<file path="src/rtl/enc_scan_n.sv">
// Sequential N-input priority encoder: captures a request vector, then serialises set bits
// as indices, one per handshake. Define LSB_FIRST_EN to scan lowest index first (default MSB-first).
module enc_scan_n #(
    parameter int N  = 8,
    parameter int AW = $clog2(N)
) (
    input  logic          clk,
    input  logic          rst_n,
    input  logic [N-1:0]  d,
    input  logic          load,
    output logic [AW-1:0] a,
    output logic          a_valid,
    input  logic          a_ready,
    output logic          busy,
    output logic          none,
    output logic [AW:0]   pop
);

    typedef enum logic {IDLE, SCAN} state_t;

    state_t        state_q;
    logic [N-1:0]  pend_q;
    logic [AW-1:0] a_q;
    logic          a_valid_q;
    logic          busy_q;
    logic          none_q;
    logic [AW:0]   pop_q;

    logic [N-1:0]  served_oh;
    logic [N-1:0]  pend_d;

    // NOTE: functions use blocking '=' on locals; only the always_ff below uses '<='.
    function automatic logic [AW-1:0] prio(input logic [N-1:0] v);
        logic [AW-1:0] idx;
        idx = '0;
`ifdef LSB_FIRST_EN
        for (int i = N - 1; i >= 0; i--) begin
            if (v[i]) idx = AW'(i);
        end
`else
        for (int i = 0; i < N; i++) begin
            if (v[i]) idx = AW'(i);
        end
`endif
        return idx;
    endfunction

    function automatic logic [AW:0] popcount(input logic [N-1:0] v);
        logic [AW:0] cnt;
        cnt = '0;
        for (int i = 0; i < N; i++) begin
            if (v[i]) cnt = cnt + 1'b1;
        end
        return cnt;
    endfunction

    // Pending set with the currently presented index removed.
    always_comb begin
        served_oh       = '0;
        served_oh[a_q]  = 1'b1;
        pend_d          = pend_q & ~served_oh;
    end

    always_ff @(posedge clk or negedge rst_n) begin
        if (!rst_n) begin
            state_q   <= IDLE;
            pend_q    <= '0;
            a_q       <= '0;
            a_valid_q <= 1'b0;
            busy_q    <= 1'b0;
            none_q    <= 1'b0;
            pop_q     <= '0;
        end else begin
            none_q <= 1'b0;
            case (state_q)
                IDLE: begin
                    if (load) begin
                        pop_q <= popcount(d);
                        if (d != '0) begin
                            pend_q    <= d;
                            a_q       <= prio(d);
                            a_valid_q <= 1'b1;
                            busy_q    <= 1'b1;
                            state_q   <= SCAN;
                        end else begin
                            none_q <= 1'b1;
                        end
                    end
                end
                SCAN: begin
                    if (a_valid_q && a_ready) begin
                        pend_q <= pend_d;
                        if (pend_d == '0) begin
                            a_valid_q <= 1'b0;
                            busy_q    <= 1'b0;
                            state_q   <= IDLE;
                        end else begin
                            a_q <= prio(pend_d);
                        end
                    end
                end
                default: state_q <= IDLE;
            endcase
        end
    end

    assign a       = a_q;
    assign a_valid = a_valid_q;
    assign busy    = busy_q;
    assign none    = none_q;
    assign pop     = pop_q;

endmodule

</file>
<file path="config.mk">
export PLATFORM = sky130hd
export DESIGN_NAME = enc_scan_n
export DESIGN_NICKNAME = d
export VERILOG_FILES = /design/src/rtl/enc_scan_n.sv
export SDC_FILE = /design/constraint.sdc
export NUM_CORES = 1
export LEC_CHECK = 0
export CORE_UTILIZATION = 40
export CTS_CLUSTER_DIAMETER = 30
export DETAILED_ROUTE_END_ITERATION = 10
export MAX_ROUTING_LAYER = met4
export PLACE_DENSITY_LB_ADDON = 0.15
export SLEW_MARGIN = 20
export SYNTH_ARGS = -nofsm -noshare
export SYNTH_HDL_FRONTEND = slang
export SYNTH_SLANG_ARGS = --single-unit
</file>
<file path="constraint.sdc">
create_clock -name clk -period 2.6 [get_ports clk]
set_input_delay 0.52 -clock clk [delete_from_list [all_inputs] [get_ports clk]]
set_output_delay 0.52 -clock clk [all_outputs]
set_load 0.01 [all_outputs]
</file>
==> Implementation_results.wiki <==
{| class="wikitable"
! Metric !! Value
|-
| Vias after detailed routing || 1,755
|-
| Final design area excluding fillers || 2510 µm²
|-
| Leakage dissipation || 0.00110 µW
|-
| Multi-input gate area in the final layout || 1360 µm²
|-
| Antenna cell count || 0
|-
| Clock sink total || 18
|-
| Crit path capture type || register
|-
| Count of maximum capacitance violations || 0
|-
| Die extent in y || 67.5 µm
|-
| Weighted congestion reported at the end of routability-driven placement || 0.898
|-
| Data required time of the worst path || 2.73 ns
|-
| Mean Syn Cell Area || 8.21 µm²
|-
| I/O Buffers || 21
|-
| Number of nets at the end of the flow || 283
|-
| Iteration count of the initial detailed-routing pass || 4
|-
| Residual DRC count || 0
|-
| Net switching power figure || 903 µW
|-
| Relative contribution of sequential cells to total power || 27.0%
|-
| Number of instances on the worst hold path || 2
|-
| Detailed placement HPWL || 3570 µm
|-
| Most prevalent standard cell on the critical path || xnor2_2
|-
| Post-route fraction of the period consumed by the critical path || 124%
|-
| Portion of the post-synthesis area used by sequential elements || 26.3%
|-
| Floorplan die area || 4550 µm²
|-
| Fill count || 337
|-
| Result of the run || finished with violations
|-
| Number of clock buffers inserted by TritonCTS || 3
|-
| Vias per inst || 5.64
|-
| Area of the placeable core || 4060 µm²
|-
| Count of unique library cells instantiated by Yosys || 48
|-
| Number of synthesized register bits || 18
|-
| Synthesized area || 1720 µm²
|-
| Number of global-route vias before repair || 1,704
|-
| Initial cell density of the core || 42.3%
|-
| Worst slew margin relative to its limit || 67.2%
|-
| Post-synthesis async set-or-reset flop share || 100%
|-
| Antenna violations before repair || 0
|-
| Drt wl/cell || 15.4 µm
|-
| Buf+Inv Stages, Crit Path || 1
|-
| Total gr overflow || 0
|-
| Gate count after technology mapping || 209
|-
| Commonest register cell after synthesis || dfrtp_1
|-
| Count of final hold-check violations || 0
|-
| Synthesis-to-finish area growth || 46.5%
|-
| Worst-case setup margin in the final layout || -0.624 ns
|-
| Largest driver fanout on the critical path || 4
|-
| Peak per-stage delay on the critical path || 0.31 ns
|-
| Critical path depth || 17
|-
| Maximum VDD drop || 0.294 mV
|-
| Power share of the combinational group || 63.8%
|-
| I/O pin count || 22
|-
| Row Count || 23
|-
| Placed cell area || 2270 µm²
|-
| Top cell type by total area after synthesis || dfrtp_1
|-
| Pin slew with the least headroom to its limit || 0.492 ns
|-
| First-pass GRT wire length || 7650 µm
|-
| EDFF count, synth || 0
|-
| Startpoint types || input pin
|-
| Dpl ws || -1.41 ns
|-
| Net switching share of the total power || 42.5%
|-
| Detail Route met3 WL || 103 µm
|-
| Routed length on met2 || 2560 µm
|-
| End-of-flow core utilization || 61.9%
|-
| Final-report max-slew violation count || 0
|-
| Critical path class || input pin to register
|-
| Overall fraction of global-route tracks in use || 23.1%
|-
| Share of cells above drive strength 1 || 31.8%
|-
| Violations in the final reports || setup timing
|-
| Type of the tightest min-delay check || register to register
|-
| Post-CTS clock slew at the launch and capture registers of the worst setup and hold paths || 0.07 ns
|-
| Standard cell with the maximum stage delay on the critical path || ha_1
|-
| Maximum number of pins on one net before global-route repair || 19
|-
| Setup repair after global routing missed its margin || true
|-
| Synth cell count leaders || nand2_1 (34), dfrtp_1 (18), o21ai_0 (15)
|-
| Synth top area cells || dfrtp_1 (26%), nand2_1 (7.4%), xnor2_1 (6.1%)
|-
| Final Skew || 0.000872 ns
|-
| Final setup violation count || 3
|-
| Cell breakdown of the critical path || buf_12, ha_4, mux2i_4, xor2_2, a21oi_2, ha_1, xnor2_2, a21o_1, o211ai_1, mux2_4, ha_4, nand2_2, xnor2_2, xnor2_2, o31ai_2, xor2_1, o21ai_1
|-
| Syn Nets || 229
|-
| Hold buffer count at CTS || 0
|-
| Number of design-rule violations left by the first detailed-router iteration || 145
|-
| Sequential cell area || 450 µm²
|-
| Cell area power density || 846 nW/µm²
|-
| Portion of synthesized cell area occupied by the leading cell type || 26.3%
|-
| Logic depth of the worst register-to-register path || 6
|-
| Clock tree buffer depth || 2
|-
| Top Metal Used || met4
|-
| Maximum operating frequency || 310 MHz
|-
| Chip Width || 67.5 µm
|-
| Antenna Violating Nets Remaining || 0
|-
| Number of warning messages in the yosys log || 0
|-
| Clock network fraction of design power || 9.2%
|-
| Crit-path leading delay family || XOR/XNOR gates
|-
| Clk Latency, worst-skew pair || 0.25 ns
|-
| Internal Power || 1220 µW
|-
| Arrival time at the worst endpoint || 3.36 ns
|-
| Htree depth || 1
|-
| Clock tree from TritonCTS || done
|-
| Most frequently used cell type in the post-synthesis netlist || nand2_1
|-
| Min Tclk post-route || 3.22 ns
|-
| Cell at the root of the clock tree || clkbuf_8
|-
| Wire length on met1 || 2040 µm
|-
| Total wire length || 4800 µm
|}
final timing paths:
check / from / to / slack, ns
max: d[1] / pop[3] / -0.62
min: pop[2] / pop[2] / 0.51
max reg2reg: a[0] / a[2] / 0.48
min reg2reg: pop[2] / pop[2] / 0.51
max in group asynchronous: rst_n / busy / 1.80
min in group asynchronous: rst_n / pend_q[5] / 0.60
timing repair:
item | CTS | global route
pin swaps | 13 | 19
setup buffers | 7 | 3
gates resized for setup | 24 | 21
setup endpoints to repair | 3 | 3
cell families after synthesis:
logic type,share of synthesized area (%)
XOR/XNOR,9.92
adder cells (fa/ha/maj),5.84
buffers and inverters,6.35
flip-flops,26.3
AND/OR/NAND/NOR,21.6
multiplexers,6.35
AO/OA/AOI/OAI,23.7
final cells by class:
type	count	area share (%)
Multi-Input combinational cell	167	54.1
Timing Repair Buffer	63	21.6
Sequential cell	18	17.9
Tap cell	50	2.49
Inverter	10	2.19
Clock buffer	3	1.64
tightest hold or removal path, stage by stage, from the launching register on:
cell and delay (ns):
dfrtp_1 0.35, nand2_1 0.05, o21ai_1 0.07
metal layers:
| layer | GRT usage (%) | up-vias |
|---|---|---|
| met2 | 41.6 | 40 |
| met4 | 8.78 | 0 |
| met3 | 2.36 | 8 |
| li1 | - | 858 |
| met5 | - | - |
| met1 | 25.8 | 849 |
registers in the layout, indices dropped and copies added (netlist names):
name     cells
state_q      1
busy         1
a            3
pop          4
none         1
pend_q       8
per-stage QoR:
stage	power [µW]	cells	TNS (ns)	hold WS, ns
CTS	2070	310	-1.72	0.499
detailed placement	1800	300	-4.34	0.484
finish	2120	311	-1.54	0.506
floorplan	1340	209	-1.93	0.224
global placement	1730	300	-3.97	0.476
global route	2290	311	-1.90	0.541
cells in the final DEF (no fill, tap or decap), types with 3 or more instances in the layout:
master	n
buf_4	42
nand2_1	31
dfrtp_1	18
clkdlybuf4s50_1	17
o21ai_0	14
xnor2_1	8
nor2_1	8
inv_1	7
ha_4	7
nand2b_1	6
a21oi_1	6
nor3_1	6
nand3_1	5
a22o_1	5
o21ai_1	5
nor2b_1	4
xnor2_2	4
a21o_1	4
o211ai_1	3
clkbuf_8	3
power by group through the flow:
stage          logic (µW)  clock network [µW]  registers, µW
6_report             1360                 195            574
5_1_grt              1490                 209            595
4_1_cts              1300                 197            569
3_5_place_dp         1220                   0            573
3_3_place_gp         1170                   0            561
2_1_floorplan         810                   0            533
(Power assumes the default switching activity.)
